**config.mk**
```make
export PLATFORM = sky130hd
export DESIGN_NAME = mem_arbiter_flat
export DESIGN_NICKNAME = d
export VERILOG_FILES = /design/src/rtl/mem_arbiter_if.sv /design/src/rtl/mem_arbiter.sv /design/src/flat_wrapper.sv
export SDC_FILE = /design/constraint.sdc
export NUM_CORES = 1
export LEC_CHECK = 0
export ABC_CLOCK_PERIOD_IN_PS = 1600
export CAP_MARGIN = 20
export CORE_ASPECT_RATIO = 0.8
export CORE_MARGIN = 3
export CORE_UTILIZATION = 37
export DETAILED_ROUTE_END_ITERATION = 6
export GPL_TIMING_DRIVEN = 0
export PLACE_DENSITY_LB_ADDON = 0.2
export SLEW_MARGIN = 40
export SYNTH_ARGS = -nofsm -noshare
export SYNTH_HDL_FRONTEND = slang
export SYNTH_SLANG_ARGS = --single-unit
```
**constraint.sdc**
```tcl
create_clock -name clk -period 1.6 [get_ports clk]
set_clock_uncertainty 0.2 [all_clocks]
set_input_delay 0.24 -clock clk [delete_from_list [all_inputs] [get_ports clk]]
set_output_delay 0.24 -clock clk [all_outputs]
set_load 0.005 [all_outputs]
```
**src/rtl/mem_arbiter_if.sv**
```systemverilog
// Fetch, data and unified-memory signals shared by mem_arbiter and its environment.
// The slave modport is the arbiter's view; master is the requesters/memory view.
interface mem_arbiter_if;
  logic        i_req;
  logic [31:0] i_addr;
  logic [31:0] i_rdata;
  logic        i_ready;

  logic        d_req;
  logic        d_we;
  logic [2:0]  d_funct3;
  logic [31:0] d_addr;
  logic [31:0] d_wdata;
  logic [31:0] d_rdata;
  logic        d_ready;

  logic        m_req;
  logic        m_we;
  logic [31:0] m_addr;
  logic [31:0] m_wdata;
  logic [3:0]  m_wstrb;
  logic [31:0] m_rdata;
  logic        m_ack;

  logic        busy;

  modport slave (
    input  i_req, i_addr, d_req, d_we, d_funct3, d_addr, d_wdata, m_rdata, m_ack,
    output i_rdata, i_ready, d_rdata, d_ready, m_req, m_we, m_addr, m_wdata, m_wstrb, busy
  );

  modport master (
    output i_req, i_addr, d_req, d_we, d_funct3, d_addr, d_wdata, m_rdata, m_ack,
    input  i_rdata, i_ready, d_rdata, d_ready, m_req, m_we, m_addr, m_wdata, m_wstrb, busy
  );
endinterface

```
**src/rtl/mem_arbiter.sv**
```systemverilog
// Two-port (fetch/data) arbiter onto a single memory bus. Data has priority, but a
// waiting fetch is granted after STARVE_MAX consecutive data grants.
module mem_arbiter #(
  parameter int unsigned STARVE_MAX = 4
) (
  input  logic          clk,
  input  logic          reset,
  mem_arbiter_if.slave  bus
);

  localparam int unsigned CntW = $clog2(STARVE_MAX + 1);
  localparam logic [CntW-1:0] StarveMax = CntW'(STARVE_MAX);

  typedef enum logic [1:0] {StIdle, StIAct, StDAct} state_e;

  state_e          state_q, state_d;
  logic [CntW-1:0] starve_q, starve_d;
  logic            m_req_q, m_req_d;
  logic            m_we_q, m_we_d;
  logic [31:0]     m_addr_q, m_addr_d;
  logic [31:0]     m_wdata_q, m_wdata_d;
  logic [3:0]      m_wstrb_q, m_wstrb_d;
  logic [31:0]     i_rdata_q, i_rdata_d;
  logic [31:0]     d_rdata_q, d_rdata_d;
  logic            i_ready_q, i_ready_d;
  logic            d_ready_q, d_ready_d;

  logic [3:0]      st_wstrb;
  logic [31:0]     st_wdata;
  logic            grant_d;

  // Store lane placement: sub-word data is replicated so any lane picks it up.
  always_comb begin
    st_wstrb = 4'b1111;
    st_wdata = bus.d_wdata;
    unique case (bus.d_funct3[1:0])
      2'b00: begin
        st_wstrb = 4'b0001 << bus.d_addr[1:0];
        st_wdata = {4{bus.d_wdata[7:0]}};
      end
      2'b01: begin
        st_wstrb = bus.d_addr[1] ? 4'b1100 : 4'b0011;
        st_wdata = {2{bus.d_wdata[15:0]}};
      end
      default: begin
        st_wstrb = 4'b1111;
        st_wdata = bus.d_wdata;
      end
    endcase
  end

  assign grant_d = bus.d_req && ((starve_q < StarveMax) || !bus.i_req);

  always_comb begin
    state_d   = state_q;
    starve_d  = starve_q;
    m_req_d   = m_req_q;
    m_we_d    = m_we_q;
    m_addr_d  = m_addr_q;
    m_wdata_d = m_wdata_q;
    m_wstrb_d = m_wstrb_q;
    i_rdata_d = i_rdata_q;
    d_rdata_d = d_rdata_q;
    i_ready_d = 1'b0;
    d_ready_d = 1'b0;

    unique case (state_q)
      StIdle: begin
        if (grant_d) begin
          state_d  = StDAct;
          m_req_d  = 1'b1;
          m_addr_d = {bus.d_addr[31:2], 2'b00};
          m_we_d   = bus.d_we;
          if (bus.d_we) begin
            m_wstrb_d = st_wstrb;
            m_wdata_d = st_wdata;
          end else begin
            m_wstrb_d = 4'b0000;
            m_wdata_d = 32'h0;
          end
          if (!bus.i_req) begin
            starve_d = '0;
          end else if (starve_q != StarveMax) begin
            starve_d = starve_q + CntW'(1);
          end
        end else if (bus.i_req) begin
          state_d   = StIAct;
          m_req_d   = 1'b1;
          m_addr_d  = {bus.i_addr[31:2], 2'b00};
          m_we_d    = 1'b0;
          m_wstrb_d = 4'b0000;
          m_wdata_d = 32'h0;
          starve_d  = '0;
        end else begin
          starve_d = '0;
        end
      end
      StIAct: begin
        if (bus.m_ack) begin
          state_d   = StIdle;
          m_req_d   = 1'b0;
          i_rdata_d = bus.m_rdata;
          i_ready_d = 1'b1;
        end
      end
      StDAct: begin
        if (bus.m_ack) begin
          state_d   = StIdle;
          m_req_d   = 1'b0;
          d_rdata_d = bus.m_rdata;
          d_ready_d = 1'b1;
        end
      end
      default: begin
        state_d = StIdle;
        m_req_d = 1'b0;
      end
    endcase
  end

  always_ff @(posedge clk) begin
    if (reset) begin
      state_q   <= StIdle;
      starve_q  <= '0;
      m_req_q   <= 1'b0;
      m_we_q    <= 1'b0;
      m_addr_q  <= 32'h0;
      m_wdata_q <= 32'h0;
      m_wstrb_q <= 4'b0000;
      i_rdata_q <= 32'h0;
      d_rdata_q <= 32'h0;
      i_ready_q <= 1'b0;
      d_ready_q <= 1'b0;
    end else begin
      state_q   <= state_d;
      starve_q  <= starve_d;
      m_req_q   <= m_req_d;
      m_we_q    <= m_we_d;
      m_addr_q  <= m_addr_d;
      m_wdata_q <= m_wdata_d;
      m_wstrb_q <= m_wstrb_d;
      i_rdata_q <= i_rdata_d;
      d_rdata_q <= d_rdata_d;
      i_ready_q <= i_ready_d;
      d_ready_q <= d_ready_d;
    end
  end

  assign bus.m_req   = m_req_q;
  assign bus.m_we    = m_we_q;
  assign bus.m_addr  = m_addr_q;
  assign bus.m_wdata = m_wdata_q;
  assign bus.m_wstrb = m_wstrb_q;
  assign bus.i_rdata = i_rdata_q;
  assign bus.i_ready = i_ready_q;
  assign bus.d_rdata = d_rdata_q;
  assign bus.d_ready = d_ready_q;
  assign bus.busy    = (state_q != StIdle);

endmodule

```
**src/flat_wrapper.sv**
```systemverilog
// flat-port wrapper written by rule: the top's interface ports become plain ports
module mem_arbiter_flat 
#(
  parameter int unsigned STARVE_MAX = 4
)
  (clk, reset, bus_i_req, bus_i_addr, bus_d_req, bus_d_we, bus_d_funct3, bus_d_addr, bus_d_wdata, bus_m_rdata, bus_m_ack, bus_i_rdata, bus_i_ready, bus_d_rdata, bus_d_ready, bus_m_req, bus_m_we, bus_m_addr, bus_m_wdata, bus_m_wstrb, bus_busy);
  mem_arbiter_if bus_i ();
  input  logic clk;
  input  logic reset;
  input wire logic [$bits(bus_i.i_req)-1:0] bus_i_req;
  input wire logic [$bits(bus_i.i_addr)-1:0] bus_i_addr;
  input wire logic [$bits(bus_i.d_req)-1:0] bus_d_req;
  input wire logic [$bits(bus_i.d_we)-1:0] bus_d_we;
  input wire logic [$bits(bus_i.d_funct3)-1:0] bus_d_funct3;
  input wire logic [$bits(bus_i.d_addr)-1:0] bus_d_addr;
  input wire logic [$bits(bus_i.d_wdata)-1:0] bus_d_wdata;
  input wire logic [$bits(bus_i.m_rdata)-1:0] bus_m_rdata;
  input wire logic [$bits(bus_i.m_ack)-1:0] bus_m_ack;
  output wire logic [$bits(bus_i.i_rdata)-1:0] bus_i_rdata;
  output wire logic [$bits(bus_i.i_ready)-1:0] bus_i_ready;
  output wire logic [$bits(bus_i.d_rdata)-1:0] bus_d_rdata;
  output wire logic [$bits(bus_i.d_ready)-1:0] bus_d_ready;
  output wire logic [$bits(bus_i.m_req)-1:0] bus_m_req;
  output wire logic [$bits(bus_i.m_we)-1:0] bus_m_we;
  output wire logic [$bits(bus_i.m_addr)-1:0] bus_m_addr;
  output wire logic [$bits(bus_i.m_wdata)-1:0] bus_m_wdata;
  output wire logic [$bits(bus_i.m_wstrb)-1:0] bus_m_wstrb;
  output wire logic [$bits(bus_i.busy)-1:0] bus_busy;
  assign bus_i.i_req = bus_i_req;
  assign bus_i.i_addr = bus_i_addr;
  assign bus_i.d_req = bus_d_req;
  assign bus_i.d_we = bus_d_we;
  assign bus_i.d_funct3 = bus_d_funct3;
  assign bus_i.d_addr = bus_d_addr;
  assign bus_i.d_wdata = bus_d_wdata;
  assign bus_i.m_rdata = bus_m_rdata;
  assign bus_i.m_ack = bus_m_ack;
  assign bus_i_rdata = bus_i.i_rdata;
  assign bus_i_ready = bus_i.i_ready;
  assign bus_d_rdata = bus_i.d_rdata;
  assign bus_d_ready = bus_i.d_ready;
  assign bus_m_req = bus_i.m_req;
  assign bus_m_we = bus_i.m_we;
  assign bus_m_addr = bus_i.m_addr;
  assign bus_m_wdata = bus_i.m_wdata;
  assign bus_m_wstrb = bus_i.m_wstrb;
  assign bus_busy = bus_i.busy;
  mem_arbiter #(.STARVE_MAX(STARVE_MAX)) u_core (.clk(clk), .reset(reset), .bus(bus_i));
endmodule
```
==> reports/results.tsv <==
stage	metric	value	unit
sta	finalCriticalPeriod	1720	ps
finish	final_nets	1129	
routing	first_iter_violations	249	
sta	max_freq	0.582	GHz
global_routing	grt_max_degree	17	
setup_path	r2r_start	u_core.state_q[1]	
global_routing	grt_pass1_vias	5749	
status	violations	negative setup slack	
yosys	yosysTopAreaCell	dfxtp_1	
yosys	synth.distinct_cells	34	
sta	setup_tns	-2340	ps
sta	drv_slew	0	
setup_path	cp.required	1680	ps
setup_path	end_kind	register	
yosys	yosys-top-cells-count	nand2_1 (212), dfxtp_1 (139), a21oi_1 (79)	
clock_network	clk_pin_slew	60	ps
finish	regArea	2800	um^2
routing	viasPerCell	5.05	
finish	diodes	0	
clock_network	clock_insertion_delay_worst_skew	410	ps
setup_path	critPathLaunch	u_core.state_q[1]	
sta	setup_viol	50	
die	die_height	116	um
routing	drc	0	
sta	maxSlewHeadroom	0.542	
die	pin_count	274	
yosys	synth_seq_cells	139	
sta	hold_viol_final	0	
finish	fill_cells	1231	
power_and_ir_drop	power_density	1000	nW/um^2
finish	syn_to_final_growth	75.1	%
yosys	async_flop_share	0	
sta	rsz0062_at_grt	true	
setup_path	path_max_fanout	7	
setup_path	worst_setup_path_start_kind	register	
setup_path	path_class	reg2reg	
global_routing	grt_overflow	0	
clock_network	cts_buffers	17	
yosys	syn_inst	676	
sta	tightest_slew	687	ps
yosys	netlist_area	5590	um^2
placement	dp_hpwl	14.4	mm
die	start_util	0.384	
die	dieArea	16600	um^2
clock_network	clock_sinks	139	
routing	vias	5977	
finish	final_util	0.673	
yosys	yosys_most_used_dff	dfxtp_1	
yosys	syn_area_per_cell	8.27	um^2
global_routing	grt_pass1_wl	31.0	mm
routing	finalWirelength	20.6	mm
clock_network	root_buffer	clkbuf_16	
routing	wl_per_cell	17.4	um
min_path	min_from	bus_i_req	
clock_network	cts_tree	done	
global_routing	grt_antenna_before_repair	0	
job	cap_violations	0	
sta	fin_crit_sh	1.07	
routing	drtPass1Iterations	6	
power_and_ir_drop	vdd_drop_max	0.865	mV
clock_network	cts_buffer_depth	2	
yosys	yosysWarnings	0	
yosys	yosysMostFrequentCell	nand2_1	
status	status	finished with violations	
finish	drive_gt1_frac	0.200	
placement	place_ws	-500	ps
routing	ant_nets	0	
yosys	synth.top_cells.by_area	dfxtp_1 (50%), nand2_1 (14%), a21oi_1 (7.1%), nor2_1 (4.5%), a22oi_1 (3.6%)	
min_path	hp-class	in2reg	
die	die_w	143	um
die	core-area	14500	um^2
yosys	yosysTopAreaCellShare	0.498	
placement	gp_congestion	0.845	
yosys	yosysSeqAreaShare	0.498	
placement	io_buffers	266	
finish	multi_input_area	2830	um^2
global_routing	grt_use_total	0.239	
power_and_ir_drop	p_leak	4.21	nW
clock_network	h-tree-depth	4	
sta	fin_ws	-119	ps
yosys	synth_edf_count	0	
die	row_count	39	
setup_path	critPathArrivalTime	1800	ps
## routing by layer
metal  vias up  routed length, um  global-route usage
met2       230               9480               0.372
met3        37               1780              0.0875
met5         -                  0                   0
met1      2796               8880               0.309
met4         0                421              0.0803
li1       2914                  -                   -
## flip-flops by register name, indices dropped and copies added (netlist names)
signal	cells
u_core.state_q	2
u_core.bus.m_addr	30
u_core.bus.i_ready	1
u_core.bus.d_rdata	32
u_core.bus.m_we	1
u_core.bus.m_req	1
u_core.starve_q	3
u_core.bus.i_rdata	32
u_core.bus.m_wstrb	4
u_core.bus.d_ready	1
u_core.bus.m_wdata	32
## critical path, cell delays in order (launching register included)
cell     delay [ps]
dfxtp_2         330
inv_2            60
ha_4            200
and4_4          200
buf_12          150
buf_12          120
buf_16          130
a22oi_2         120
nor2_1           60
## kinds of logic (layout without fill, tap and decap cells)
| group | count (synthesis) | count (layout) | synth area share |
|---|---|---|---|
| compound gates | 152 | 152 | 0.182 |
| flops | 139 | 139 | 0.498 |
| simple gates | 293 | 294 | 0.204 |
| mux | 24 | 24 | 0.0466 |
| fa+ha+maj | 5 | 5 | 0.0112 |
| buf+inv | 62 | 383 | 0.0573 |
| other cells | 1 | 2 | 0.000671 |
## cells in the final DEF, fill, tap and decap left out, types with 3 or more instances in the layout
master / instances
a21oi_2: 4
nand2b_1: 3
o21ai_1: 3
a21oi_1: 75
mux2_2: 16
clkinvlp_4: 7
clkdlybuf4s50_1: 130
dfxtp_2: 11
nor2_1: 51
a311oi_1: 14
dlygate4sd2_1: 134
buf_12: 6
buf_4: 15
nand4_1: 3
nor2_4: 9
clkbuf_1: 15
clkbuf_16: 18
buf_6: 26
clkbuf_8: 3
a311oi_2: 16
a22oi_2: 25
mux2i_1: 8
dfxtp_1: 128
nor2_2: 10
nand2_1: 210
o211ai_1: 8
buf_2: 4
buf_8: 6
## stage by stage
stage / hold WS (ps) / total power [mW] / std cells / area [um^2]
after floorplan: 176 / 4.64 / 677 / 5610
after global placement: 241 / 5.65 / 1127 / 8510
after detailed placement: 246 / 5.67 / 1127 / 8510
after CTS: 22.1 / 9.70 / 1177 / 9440
after global routing: 94.5 / 10.3 / 1183 / 9780
final: 54.0 / 9.83 / 1183 / 9780
## path summary, 6_finish.rpt
path	end	slack, ps	cells after the start
setup / recovery	u_core.bus.m_wdata[5]	-120	8
hold / removal	u_core.starve_q[2]	50	5
setup reg to reg	u_core.bus.m_wdata[5]	-120	8
hold reg to reg	u_core.bus.d_rdata[2]	250	2
## power breakdown
group          leakage [nW]  switching (mW)  internal, mW
combinational          2.81            1.01          1.18
sequential             1.14           0.128          3.70
clock                 0.259            1.54          2.28
## area by class of cell
class,instances,share of cell area
clock buffers,17,0.0435
flip-flops and latches,139,0.286
well taps,184,0.0235
multi-input cells,477,0.289
plain buffers,52,0.0486
repair buffers,294,0.291
clock inverters,14,0.0152
inverters,6,0.00307
## timing repair
item | in CTS | in global routing
hold buffers | 1 | 0
buffers inserted | 13 | 10
endpoints found under the setup margin | 265 | 130
hold endpoints to repair | 2 | 0
cloned | 7 | 2
pin swaps | 20 | 28
gates resized for setup | 241 | 76
(Power assumes the default switching activity.)
